==> config.mk <==
export PLATFORM = sky130hd
export DESIGN_NAME = cfg_scan_loader_flat
export DESIGN_NICKNAME = d
export VERILOG_FILES = /design/src/rtl/cfg_scan_loader_pkg.sv /design/src/rtl/cfg_scan_loader_if.sv /design/src/rtl/cfg_scan_loader_word_shifter.sv /design/src/rtl/cfg_scan_loader.sv /design/src/flat_wrapper.sv
export SDC_FILE = /design/constraint.sdc
export NUM_CORES = 1
export LEC_CHECK = 0
export CAP_MARGIN = 10
export CORE_MARGIN = 2
export CORE_UTILIZATION = 50
export CTS_CLUSTER_SIZE = 16
export DETAILED_ROUTE_END_ITERATION = 8
export PLACE_DENSITY = 0.76
export SLEW_MARGIN = 0
export SYNTH_ARGS = -nofsm -noshare
export SYNTH_HDL_FRONTEND = slang
export SYNTH_SLANG_ARGS = --single-unit
==> constraint.sdc <==
create_clock -name clk -period 1.4 [get_ports clk]
set_input_delay 0.28 -clock clk [delete_from_list [all_inputs] [get_ports clk]]
set_output_delay 0.28 -clock clk [all_outputs]
set_load 0.005 [all_outputs]
==> src/rtl/cfg_scan_loader_pkg.sv <==
// Shared types and helpers for the configuration scan-chain loader.
package cozy_cfg_pkg;

   typedef enum logic [2:0] {
      IDLE,
      WAIT_WORD,
      SHIFT_LO,
      SHIFT_HI,
      FINISH
   } state_t;

   // One connection-block channel: two ROMs of two bits each.
   localparam int BITS_PER_CB = 4;

   function automatic int words_for(input int len, input int w);
      return (len + w - 1) / w;
   endfunction

endpackage

==> src/rtl/cfg_scan_loader_if.sv <==
// Valid/ready configuration word channel between controller and scan loader.
interface cfg_scan_loader_if #(parameter int WORD_W = 8);

   logic [WORD_W-1:0] cfg_data;
   logic              cfg_valid;
   logic              cfg_ready;

   modport master (output cfg_data, output cfg_valid, input cfg_ready);
   modport slave  (input cfg_data, input cfg_valid, output cfg_ready);

endinterface

==> src/rtl/cfg_scan_loader_word_shifter.sv <==
// Parallel-load, shift-left word register with a down-counting bit counter.
module cfg_word_shifter #(
   parameter int W     = 8,
   parameter int CNT_W = 4
) (
   input  logic             clk,
   input  logic             rst_n,
   input  logic             load,
   input  logic [W-1:0]     load_data,
   input  logic [CNT_W-1:0] load_cnt,
   input  logic             shift,
   input  logic             shift_in,
   output logic [W-1:0]     data,
   output logic [CNT_W-1:0] cnt
);

   logic [W-1:0]     data_q, data_d;
   logic [CNT_W-1:0] cnt_q, cnt_d;

   // Load wins over shift so a new word never merges with stale bits.
   always_comb begin
      data_d = data_q;
      cnt_d  = cnt_q;
      if (load) begin
         data_d = load_data;
         cnt_d  = load_cnt;
      end else if (shift) begin
         data_d = {data_q[W-2:0], shift_in};
         cnt_d  = cnt_q - CNT_W'(1);
      end
   end

   always_ff @(posedge clk or negedge rst_n) begin
      if (!rst_n) begin
         data_q <= '0;
         cnt_q  <= '0;
      end else begin
         data_q <= data_d;
         cnt_q  <= cnt_d;
      end
   end

   assign data = data_q;
   assign cnt  = cnt_q;

endmodule

==> src/rtl/cfg_scan_loader.sv <==
// Serialises configuration words into the fabric scan chain at clk/2 and
// returns the displaced chain contents as readback words.
module cfg_scan_loader
   import cozy_cfg_pkg::*;
#(
   parameter int CHAIN_LEN = 4,
   parameter int WORD_W    = 8
) (
   input  logic              clk,
   input  logic              rst_n,
   input  logic              start,
   cfg_scan_loader_if.slave  cfg,
   output logic              scan_clk,
   output logic              scan_en,
   output logic              scan_in,
   input  logic              scan_ret,
   output logic [WORD_W-1:0] rb_data,
   output logic              rb_valid,
   output logic              busy,
   output logic              done
);

   localparam int CNT_W = $clog2(WORD_W + 1);
   localparam int TOT_W = $clog2(CHAIN_LEN + 1);

   state_t             state_q, state_d;
   logic [TOT_W-1:0]   bit_total_q, bit_total_d;
   logic               cfg_ready_q, cfg_ready_d;
   logic               scan_clk_q, scan_clk_d;
   logic               scan_en_q, scan_en_d;
   logic               scan_in_q, scan_in_d;
   logic [WORD_W-1:0]  rb_data_q, rb_data_d;
   logic               rb_valid_q, rb_valid_d;
   logic               busy_q, busy_d;
   logic               done_q, done_d;

   logic               tx_load, tx_shift, rx_shift;
   logic [CNT_W-1:0]   word_bits;
   logic [WORD_W-1:0]  tx_data, rx_data;
   logic [CNT_W-1:0]   tx_cnt, rx_cnt;

   // The transmit register holds only the bits queued behind scan_in, so the
   // word's MSB goes straight to scan_in and the rest is pre-shifted by one.
   cfg_word_shifter #(.W(WORD_W), .CNT_W(CNT_W)) u_tx (
      .clk       (clk),
      .rst_n     (rst_n),
      .load      (tx_load),
      .load_data ({cfg.cfg_data[WORD_W-2:0], 1'b0}),
      .load_cnt  (word_bits),
      .shift     (tx_shift),
      .shift_in  (1'b0),
      .data      (tx_data),
      .cnt       (tx_cnt)
   );

   // Readback counts down from a full word; the residue is the left-align amount.
   cfg_word_shifter #(.W(WORD_W), .CNT_W(CNT_W)) u_rx (
      .clk       (clk),
      .rst_n     (rst_n),
      .load      (tx_load),
      .load_data ('0),
      .load_cnt  (CNT_W'(WORD_W)),
      .shift     (rx_shift),
      .shift_in  (scan_ret),
      .data      (rx_data),
      .cnt       (rx_cnt)
   );

   always_comb begin
      state_d     = state_q;
      bit_total_d = bit_total_q;
      tx_load     = 1'b0;
      tx_shift    = 1'b0;
      rx_shift    = 1'b0;
      rb_valid_d  = 1'b0;
      rb_data_d   = rb_data_q;
      word_bits   = CNT_W'(WORD_W);
      if (int'(bit_total_q) < WORD_W) word_bits = CNT_W'(bit_total_q);

      case (state_q)
         IDLE: begin
            if (start) begin
               state_d     = WAIT_WORD;
               bit_total_d = TOT_W'(CHAIN_LEN);
            end
         end
         WAIT_WORD: begin
            if (cfg.cfg_valid) begin
               tx_load = 1'b1;
               state_d = SHIFT_LO;
            end
         end
         // scan_ret is sampled on the edge that raises scan_clk, before the chain moves.
         SHIFT_LO: begin
            rx_shift = 1'b1;
            state_d  = SHIFT_HI;
         end
         SHIFT_HI: begin
            tx_shift    = 1'b1;
            bit_total_d = bit_total_q - TOT_W'(1);
            if (tx_cnt == CNT_W'(1)) begin
               rb_valid_d = 1'b1;
               rb_data_d  = rx_data << rx_cnt;
            end
            if (bit_total_q == TOT_W'(1))   state_d = FINISH;
            else if (tx_cnt == CNT_W'(1))   state_d = WAIT_WORD;
            else                            state_d = SHIFT_LO;
         end
         FINISH:  state_d = IDLE;
         default: state_d = IDLE;
      endcase

      cfg_ready_d = (state_d == WAIT_WORD);
      scan_clk_d  = (state_d == SHIFT_HI);
      busy_d      = (state_d != IDLE);
      done_d      = (state_d == FINISH);
      scan_en_d   = 1'b0;
      scan_in_d   = 1'b0;
      case (state_d)
         WAIT_WORD: scan_en_d = scan_en_q;
         SHIFT_LO: begin
            scan_en_d = 1'b1;
            scan_in_d = tx_load ? cfg.cfg_data[WORD_W-1] : tx_data[WORD_W-1];
         end
         SHIFT_HI: begin
            scan_en_d = 1'b1;
            scan_in_d = scan_in_q;
         end
         default: ;
      endcase
   end

   always_ff @(posedge clk or negedge rst_n) begin
      if (!rst_n) begin
         state_q     <= IDLE;
         bit_total_q <= '0;
         cfg_ready_q <= 1'b0;
         scan_clk_q  <= 1'b0;
         scan_en_q   <= 1'b0;
         scan_in_q   <= 1'b0;
         rb_data_q   <= '0;
         rb_valid_q  <= 1'b0;
         busy_q      <= 1'b0;
         done_q      <= 1'b0;
      end else begin
         state_q     <= state_d;
         bit_total_q <= bit_total_d;
         cfg_ready_q <= cfg_ready_d;
         scan_clk_q  <= scan_clk_d;
         scan_en_q   <= scan_en_d;
         scan_in_q   <= scan_in_d;
         rb_data_q   <= rb_data_d;
         rb_valid_q  <= rb_valid_d;
         busy_q      <= busy_d;
         done_q      <= done_d;
      end
   end

   assign cfg.cfg_ready = cfg_ready_q;
   assign scan_clk      = scan_clk_q;
   assign scan_en       = scan_en_q;
   assign scan_in       = scan_in_q;
   assign rb_data       = rb_data_q;
   assign rb_valid      = rb_valid_q;
   assign busy          = busy_q;
   assign done          = done_q;

endmodule
==> src/flat_wrapper.sv <==
// flat-port wrapper written by rule: the top's interface ports become plain ports
module cfg_scan_loader_flat import cozy_cfg_pkg::*;
#(
   parameter int CHAIN_LEN = 4,
   parameter int WORD_W    = 8
)
  (clk, rst_n, start, scan_clk, scan_en, scan_in, scan_ret, rb_data, rb_valid, busy, done, cfg_cfg_data, cfg_cfg_valid, cfg_cfg_ready);
  cfg_scan_loader_if #(.WORD_W(WORD_W)) cfg_i ();
  input  logic clk;
  input  logic rst_n;
  input  logic start;
  output logic scan_clk;
  output logic scan_en;
  output logic scan_in;
  input  logic scan_ret;
  output logic [WORD_W-1:0] rb_data;
  output logic rb_valid;
  output logic busy;
  output logic done;
  input wire logic [$bits(cfg_i.cfg_data)-1:0] cfg_cfg_data;
  input wire logic [$bits(cfg_i.cfg_valid)-1:0] cfg_cfg_valid;
  output wire logic [$bits(cfg_i.cfg_ready)-1:0] cfg_cfg_ready;
  assign cfg_i.cfg_data = cfg_cfg_data;
  assign cfg_i.cfg_valid = cfg_cfg_valid;
  assign cfg_cfg_ready = cfg_i.cfg_ready;
  cfg_scan_loader #(.CHAIN_LEN(CHAIN_LEN), .WORD_W(WORD_W)) u_core (.clk(clk), .rst_n(rst_n), .start(start), .cfg(cfg_i), .scan_clk(scan_clk), .scan_en(scan_en), .scan_in(scan_in), .scan_ret(scan_ret), .rb_data(rb_data), .rb_valid(rb_valid), .busy(busy), .done(done));
endmodule
# == After elaboration in Yosys (flattened, before gate mapping) ==
# Index checks and enable logic that the tools add are counted.
# totals
regBits,45
input_bits,13
output_inout_bits,15
elab_cells,60
# op_classes
addsub,3
eq_ne,10
shift,1
muxes,24
n_reduce_logical,8
# ops
op,n
$mux 8,4
$mux 4,4
$eq 3x2->1 const B,4
$mux 3,4
$pmux 3 s4,1
$eq 3x1->1 const B,3
$shl 8x4->8,1
$sub 4x1->4 const B,2
$mux 1,7
$pmux 3 s2,1
$reduce_bool 2->1,3
$eq 4x1->1 const B,1
$pmux 1 s2,2
$reduce_and 2->1,2
$eq 3x3->1 const B,1
$logic_not 3->1,1
$reduce_bool 3->1,1
$sub 3x1->3 const B,1
$mux 2,1
$ne 2x2->1 const B,1
$reduce_or 2->1,1

# == Logic depth before layout (Yosys ltp) ==
# Gate-level depths: netlist of run 1.
# depth
word_depth,7
mapped_depth,7
mapped_depth_nobuf,6

# == Modules after synthesis ==
# Synthesis of run 1 repeated with hierarchy kept, for this count alone.
# hier_totals
hier_cells,221
area_unflattened_um2,2333.5
# by_module_without_submodules
mod,n_inst,cells_per_inst,area_each_um2,seq_area_each_um2
cfg_word_shifter,2,56,589.3,300.3
cfg_scan_loader,1,109,1154.9,525.5

# == Worst setup path before layout of run 1 ==
# No wires, ideal clock.
# synth_path
path_type,register to register
start,"register u_core.u_tx.cnt_q[1], in the netlist u_core.u_tx.cnt[1]"
end,"register u_core.rb_data_q[4], in the netlist u_core.rb_data[4]"
setup_ns,0.121
t_arrival_ns,1.428
required_ns,1.279
path_slack_ns,-0.149
path_stages_with_launch,7
n_path_buf,1
synth_period_minus_slack_ns,1.549
path_cell_list,dfrtp_1 -> inv_1 -> ha_1 -> nor3b_1 -> nand2_1 -> buf_2 -> a22o_1
# synth_via
elab_chain_cells,2
# synth_rtl
element,line,source
start: declaration,cfg_scan_loader_word_shifter.sv:18,"logic [CNT_W-1:0] cnt_q, cnt_d;"
start signal: assignment,cfg_scan_loader_word_shifter.sv:39,cnt_q <= cnt_d;
$eq 4x1->1,cfg_scan_loader.sv:101,if (tx_cnt == CNT_W'(1)) begin
$reduce_and 2->1 (no line),-,
end signal: assignment,cfg_scan_loader.sv:152,rb_data_q <= rb_data_d;
end: declaration,cfg_scan_loader.sv:32,"logic [WORD_W-1:0] rb_data_q, rb_data_d;"
# Every way passes these cells.
# A chain may end at the register's enable or synchronous reset.

# == Final worst setup path of run 1 ==
# layout_path
start,register u_core.state_q[0]
end,"register u_core.cfg_ready_q, in the netlist u_core.cfg.cfg_ready"
# layout_via
elab_chain_cells,3
word_cells_on_any_way,8
cone_classes,eq/ne: 4; mux: 3; reduce/logical: 1
# layout_rtl
element,line,source
start: declaration,cfg_scan_loader.sv:26,"state_t state_q, state_d;"
start signal: assignment,cfg_scan_loader.sv:146,state_q <= state_d;
$eq 3x2->1 (tied with other cells),cfg_scan_loader.sv:80,case (state_q)
$pmux 3 s4 (*),cfg_scan_loader.sv:80,
named net u_core.state_d[0],cfg_scan_loader.sv:26,
$eq 3x1->1 (*),cfg_scan_loader.sv:113,cfg_ready_d = (state_d == WAIT_WORD);
named net u_core.cfg_ready_d,cfg_scan_loader.sv:28,"logic cfg_ready_q, cfg_ready_d;"
end signal: assignment,cfg_scan_loader.sv:148,cfg_ready_q <= cfg_ready_d;
end: declaration,cfg_scan_loader.sv:28,
# The timed path passes the listed nets; every way through them passes the cells marked *.

==> results of run 1 <==
## stage by stage
stage          hold slack (ns)  total power, W  instance area (sq um)  setup WS [ns]  utilization
6_report                 0.470         0.00712                   3300        -0.0992        0.757
5_1_grt                  0.484         0.00763                   3300         -0.151        0.757
4_1_cts                  0.470         0.00662                   3110        -0.0657        0.713
3_5_place_dp             0.275         0.00545                   2870         -0.252        0.659
3_3_place_gp             0.274         0.00535                   2870         -0.189        0.659
2_1_floorplan          -0.0156         0.00416                   2280        -0.0266            -
## metal layers
layer | GRT usage | wire length [microns]
met5 | 0 | 0
met4 | 0.0922 | 168
met3 | 0.0527 | 212
met2 | 0.333 | 2410
met1 | 0.291 | 2320
## registers in the layout, indices dropped and copies added, names as in the netlist, 3 cells and up
register            count
u_core.bit_total_q      3
u_core.rb_data          8
u_core.state_q          3
u_core.u_rx.cnt         4
u_core.u_rx.data        8
u_core.u_tx.cnt         4
u_core.u_tx.data        7
## tightest hold or removal path, delay by kind of cell
family | cells | cell delay (ns)
buf+inv | 3 | 0.87
## synth_stat cells (2+ instances only)
library cell / instances / share of area
nor2_1: 12 / 0.020
a21oi_1: 8 / 0.018
nand3_1: 2 / 0.0044
o21ai_0: 8 / 0.018
inv_1: 10 / 0.017
nor4_1: 2 / 0.0056
buf_6: 3 / 0.015
nor3b_1: 2 / 0.0067
nor2b_1: 2 / 0.0056
nor3_1: 2 / 0.0044
buf_4: 2 / 0.0067
mux2i_1: 5 / 0.022
nand2b_1: 3 / 0.0083
xor2_1: 2 / 0.0078
nand3b_1: 2 / 0.0067
xnor2_1: 3 / 0.012
o22ai_1: 3 / 0.0083
dfrtp_1: 44 / 0.49
buf_2: 5 / 0.011
nand2_1: 46 / 0.077
a21o_1: 2 / 0.0067
a22o_1: 5 / 0.019
clkbuf_1: 2 / 0.0033
ha_1: 5 / 0.028
a211oi_1: 2 / 0.0067
and2_1: 4 / 0.011
a22oi_1: 4 / 0.013
o22a_1: 2 / 0.0078
mux4_2: 3 / 0.030
a21oi_2: 8 / 0.031
## layout make-up
cell class | instances | area (sq um) | area share
Timing Repair Buffer | 83 | 756 | 0.229
Multi-Input combinational cell | 153 | 1210 | 0.368
Inverter | 11 | 46.3 | 0.0140
Sequential cell | 44 | 1100 | 0.335
Clock inverter | 3 | 42.5 | 0.0129
Clock buffer | 5 | 68.8 | 0.0209
Tap cell | 52 | 65.1 | 0.0197
## kinds of logic (layout without fill, tap and decap cells)
family / after synthesis / in the layout / synth area share
simple gates: 86 / 86 / 0.192
compound gates: 49 / 49 / 0.154
flops: 44 / 44 / 0.489
buf+inv: 24 / 102 / 0.0656
mux: 8 / 8 / 0.0523
fa+ha+maj: 5 / 5 / 0.0278
xor+xnor: 5 / 5 / 0.0195
## power by group through the flow
stage | clock, W | sequential (W) | combinational (W)
5_1_grt | 0.00105 | 0.00226 | 0.00432
6_report | 0.000982 | 0.00220 | 0.00394
3_5_place_dp | 0 | 0.00218 | 0.00328
4_1_cts | 0.00100 | 0.00217 | 0.00345
2_1_floorplan | 0 | 0.00212 | 0.00204
3_3_place_gp | 0 | 0.00216 | 0.00318
## placed cells by master, fill, tap and decap left out, drive strengths merged, types with 4 or more instances in the layout
master	instances
and2	4
inv	11
buf	56
a21oi	16
clkdlybuf4s50	11
mux2i	5
o21ai	9
dlygate4sd2	14
clkbuf	5
dfrtp	44
a22o	5
nand2	46
ha	5
a22oi	4
nor2	13
## worst min path at each step
stage | depth (start not counted) | to
2_1_floorplan | 0 | u_core.bit_total_q[0]
3_3_place_gp | 2 | u_core.u_rx.data[4]
3_5_place_dp | 2 | u_core.u_rx.data[4]
4_1_cts | 3 | u_core.u_tx.data[6]
5_1_grt | 3 | u_core.u_rx.cnt[2]
6_report | 3 | u_core.u_rx.data[5]
## what timing repair did
action	4_1_cts	5_1_grt
resized for setup	33	38
hold buffers	1	0
pin swaps	8	18
buffers inserted	8	4
hold endpoints to repair	44	0
endpoints found under the setup margin	35	33
==> flow_summary.json, run 1 <==
{
  "status": "finished, violations left",
  "violations": "setup timing",
  "setup_ws_ns": -0.0992,
  "crit_chain": "buf_6 -> or3b_4 -> a21oi_4 -> a21o_1 -> and2_1",
  "synthFlopType": "dfrtp_1",
  "numPortBuffers": 27,
  "reg2reg_slack_ns": -0.1,
  "fill_cells": 282,
  "htreeDepth": 2,
  "crit_type": "reg -> reg",
  "p_leak_nw": 1.60,
  "final_hold_viol_count": 0,
  "rr_endpoint": "u_core.cfg.cfg_ready",
  "grt_pass1_vias": 1802,
  "num_rows": 24,
  "grt_max_degree": 45,
  "ios": 28,
  "vias_per_cell": 5.32,
  "critPathLaunchType": "register",
  "tritoncts": "yes",
  "place.gp.congestion": 0.850,
  "critPathArrivalTime_ns": 1.74,
  "max_freq_mhz": 667,
  "dr_total_vias": 1868,
  "drt_iter0_markers": 84,
  "async_flop_share": 1.00,
  "wl_per_cell_microns": 14.6,
  "finClkSkew_ns": 0.00729,
  "crit_cells": 5,
  "slew_viol_final": 0,
  "reg2reg_from": "u_core.state_q[0]",
  "clock_path_buffers": 2,
  "p_seq_frac": 0.308,
  "swShare": 0.383,
  "syn_inst": 221,
  "p_switching_w": 0.00273,
  "layoutNonFillerInstCount": 351,
  "rsz0062_at_grt": "true",
  "final_nets": 316,
  "internal-power_w": 0.00439,
  "dp_cells": 330,
  "relSlewSlack": 0.720,
  "peakVddDrop_mv": 1.10,
  "period_needed_ns": 1.50,
  "fp.dieArea_sq_mm": 0.00505,
  "drive_gt1_frac": 0.398,
  "grt_pass1_wl_microns": 8380,
  "crit_buf_inv": 1,
  "finalSetupTns_ns": -0.559,
  "cts_sinks": 44,
  "clk_pin_slew_worst_paths_ns": 0.09,
  "dr.pass1.iters": 4,
  "ff2ff_path_depth": 5,
  "synth_seq_cells": 44,
  "worstSkewPairLatency_ns": 0.30,
  "crit_start": "u_core.state_q[0]",
  "synth_nets": 239,
  "cp_slowest_cell": "dfrtp_1",
  "yosys_warnings": 0,
  "required_ns": 1.64,
  "grtUsageTotal": 0.215,
  "final_antenna_net_count": 0,
  "syn_avg_cell_area_sq_um": 10.2,
  "synth_cell_type_count": 48,
  "start_util": 0.517,
  "numCtsBuffers": 5,
  "tightest_slew_ns": 0.420,
  "area_growth_pct": 46.4,
  "crit_end": "u_core.cfg.cfg_ready",
  "yosysSeqAreaShare": 0.489,
  "pwr-share-comb": 0.554,
  "antenna_found_initial": 0,
  "die_y_microns": 71.1,
  "wl_microns": 5110,
  "p_per_area_mw_per_mm2": 2160,
  "dp_hpwl_microns": 3260,
  "diodes": 0,
  "crit_fanout": 4,
  "clock_power_share": 0.138,
  "drc_errors": 0,
  "synth_edf_count": 0,
  "min_period_over_period": 1.07,
  "drv_cap": 0,
  "cts-root-buf": "clkbuf_8",
  "overflow": 0,
  "die_x_microns": 71.1,
  "cp_top_family": "simple AND/OR/NAND/NOR gates",
  "max_stage_delay_ns": 0.41,
  "hold_path.class": "in -> async",
  "setup_viol": 11,
  "synth.cell_area_sq_mm": 0.00225,
  "critPathCaptureType": "register",
  "core_sq_mm": 0.00435
}
Note: power is estimated with default switching activity, not from simulation.
==> inputs of run 2 (changes only) <==
- PLACE_DENSITY: 0.76 -> 0.86
==> flow_summary.json, run 2 (synthesized netlist as in run 1, its figures left out) <==
{
  "status": "finished, violations left",
  "violations": "setup timing",
  "reg2reg_from": "u_core.u_tx.cnt[1]",
  "cts_sinks": 44,
  "grt_pass1_vias": 1931,
  "drv_cap": 0,
  "hold_path.class": "in -> async",
  "start_util": 0.517,
  "final_common_cell": "buf_4",
  "rr_endpoint": "u_core.u_tx.cnt[3]",
  "wl_met2_microns": 2680,
  "drt_iter0_markers": 112,
  "final_nets": 317,
  "drc_errors": 0,
  "finClkSkew_ns": 0.00435,
  "crit_type": "reg -> reg",
  "worstSkewPairLatency_ns": 0.30,
  "max_stage_delay_ns": 0.39,
  "grt_pass1_wl_microns": 8310,
  "setup_ws_ns": -0.0889,
  "cts-root-buf": "clkbuf_8",
  "numPortBuffers": 27,
  "ff2ff_path_depth": 6,
  "dp_hpwl_microns": 3540,
  "worst_hold_slack_ns": 0.425,
  "required_ns": 1.59,
  "setup_viol": 10,
  "ios": 28,
  "wl_microns": 5230,
  "critPathLaunchType": "register",
  "min_period_over_period": 1.06,
  "design_area_sq_mm": 0.00315,
  "relSlewSlack": 0.753,
  "final_antenna_net_count": 0,
  "placed_area_sq_mm": 0.00284,
  "dr_total_vias": 1935,
  "top_layer_used": "met4",
  "clock_path_buffers": 2,
  "max_freq_mhz": 672,
  "rsz0062_at_grt": "true",
  "cp_slowest_cell": "dfrtp_1",
  "core_sq_mm": 0.00435,
  "critPathCaptureType": "register",
  "die_x_microns": 71.1,
  "p_leak_nw": 1.53,
  "period_needed_ns": 1.49,
  "fp.dieArea_sq_mm": 0.00505,
  "wl_met1_microns": 2170,
  "num_rows": 24,
  "vias_per_cell": 5.50,
  "tritoncts": "yes",
  "grtUsageTotal": 0.209,
  "reg2reg_slack_ns": -0.09,
  "htreeDepth": 2,
  "final_cell_mix": "buf_4 (46), nand2_1 (40), dfrtp_1 (38)",
  "area_growth_pct": 39.8,
  "slew_viol_final": 0,
  "wl_met3_microns": 223,
  "p_per_area_mw_per_mm2": 2130,
  "tightest_slew_ns": 0.368,
  "antenna_found_initial": 0,
  "clk_pin_slew_worst_paths_ns": 0.08,
  "crit_fanout": 2,
  "critPathArrivalTime_ns": 1.68,
  "grt_max_degree": 31,
  "crit_chain": "buf_4 -> buf_4 -> buf_4 -> nor4_1 -> xnor2_1 -> nor2_1",
  "peakVddDrop_mv": 0.913,
  "drive_gt1_frac": 0.357,
  "cpMostUsedCell": "buf_4",
  "die_y_microns": 71.1,
  "diodes": 0,
  "dr.pass1.iters": 4,
  "place.gp.congestion": 0.799,
  "overflow": 0,
  "final_hold_viol_count": 0,
  "wl_per_cell_microns": 14.9,
  "numCtsBuffers": 5
}
==> run 2: cell count changes in the layout (fill, tap and decap cells not counted), sizes merged <==
cell,change
clkinvlp,-1
inv,-1
clkinv,+1
clkbuf,+3
bufinv,-1
dlygate4sd2,-1
dlymetal6s2s,+1
==> run 2: final cells by class <==
cell class / instances / area [sq um]
multi-input cells: 153 / 1100
repair buffers: 83 / 728
inverters: 11 / 46.3
flip-flops and latches: 44 / 1110
repair inverters: 1 / 5.00
clock buffers: 8 / 90.1
well taps: 52 / 65.1
fillers: 302 / 1210
==> run 2: metal layers <==
layer  global-route usage  vias up
met5                    0        -
met4               0.0985        0
met3               0.0413       20
met2                0.359       55
met1                0.251      941
li1                     -      919
==> run 2: worst max path at each step <==
| stage | startpoint | to | slack [ns] | cells past startpoint |
|---|---|---|---|---|
| 2_1_floorplan | u_core.u_tx.cnt[1] | u_core.rb_data[4] | -0.03 | 6 |
| 3_3_place_gp | cfg_cfg_valid | u_core.cfg.cfg_ready | -0.21 | 5 |
| 3_5_place_dp | cfg_cfg_valid | u_core.cfg.cfg_ready | -0.28 | 5 |
| 4_1_cts | u_core.u_tx.cnt[1] | u_core.rb_data[7] | -0.07 | 6 |
| 5_1_grt | u_core.u_tx.cnt[1] | u_core.rb_data[5] | -0.13 | 6 |
| 6_report | u_core.u_tx.cnt[1] | u_core.u_tx.cnt[3] | -0.09 | 6 |
==> run 2: critical path: cells and delay by family, from the launching register on <==
| family | cells | cell delay, ns |
|---|---|---|
| XOR/XNOR | 1 | 0.18 |
| buffers and inverters | 3 | 0.38 |
| flip-flops | 1 | 0.39 |
| AND/OR/NAND/NOR | 2 | 0.43 |
==> run 2: timing repair <==
action	4_1_cts	5_1_grt
gates resized for setup	23	26
hold buffers	1	0
gates cloned	0	1
setup buffers	12	3
endpoints found under the setup margin	27	32
pin swaps	8	4
hold endpoints to repair	14	0
==> run 2: power breakdown <==
group / internal [W] / total, W / switching (W) / leakage, nW
clock: 0.000403 / 0.000819 / 0.000416 / 0.0455
combinational: 0.00195 / 0.00368 / 0.00173 / 0.926
sequential: 0.00177 / 0.00221 / 0.000447 / 0.559
==> run 2: stage by stage <==
step | worst slack (ns) | utilization | power (W) | setup TNS [ns] | instances
2_1_floorplan | -0.0266 | - | 0.00416 | -0.249 | 221
3_3_place_gp | -0.215 | 0.653 | 0.00530 | -4.64 | 328
3_5_place_dp | -0.283 | 0.653 | 0.00547 | -6.21 | 328
4_1_cts | -0.0722 | 0.699 | 0.00644 | -0.437 | 348
5_1_grt | -0.132 | 0.723 | 0.00716 | -1.21 | 352
6_report | -0.0889 | 0.723 | 0.00671 | -0.713 | 352
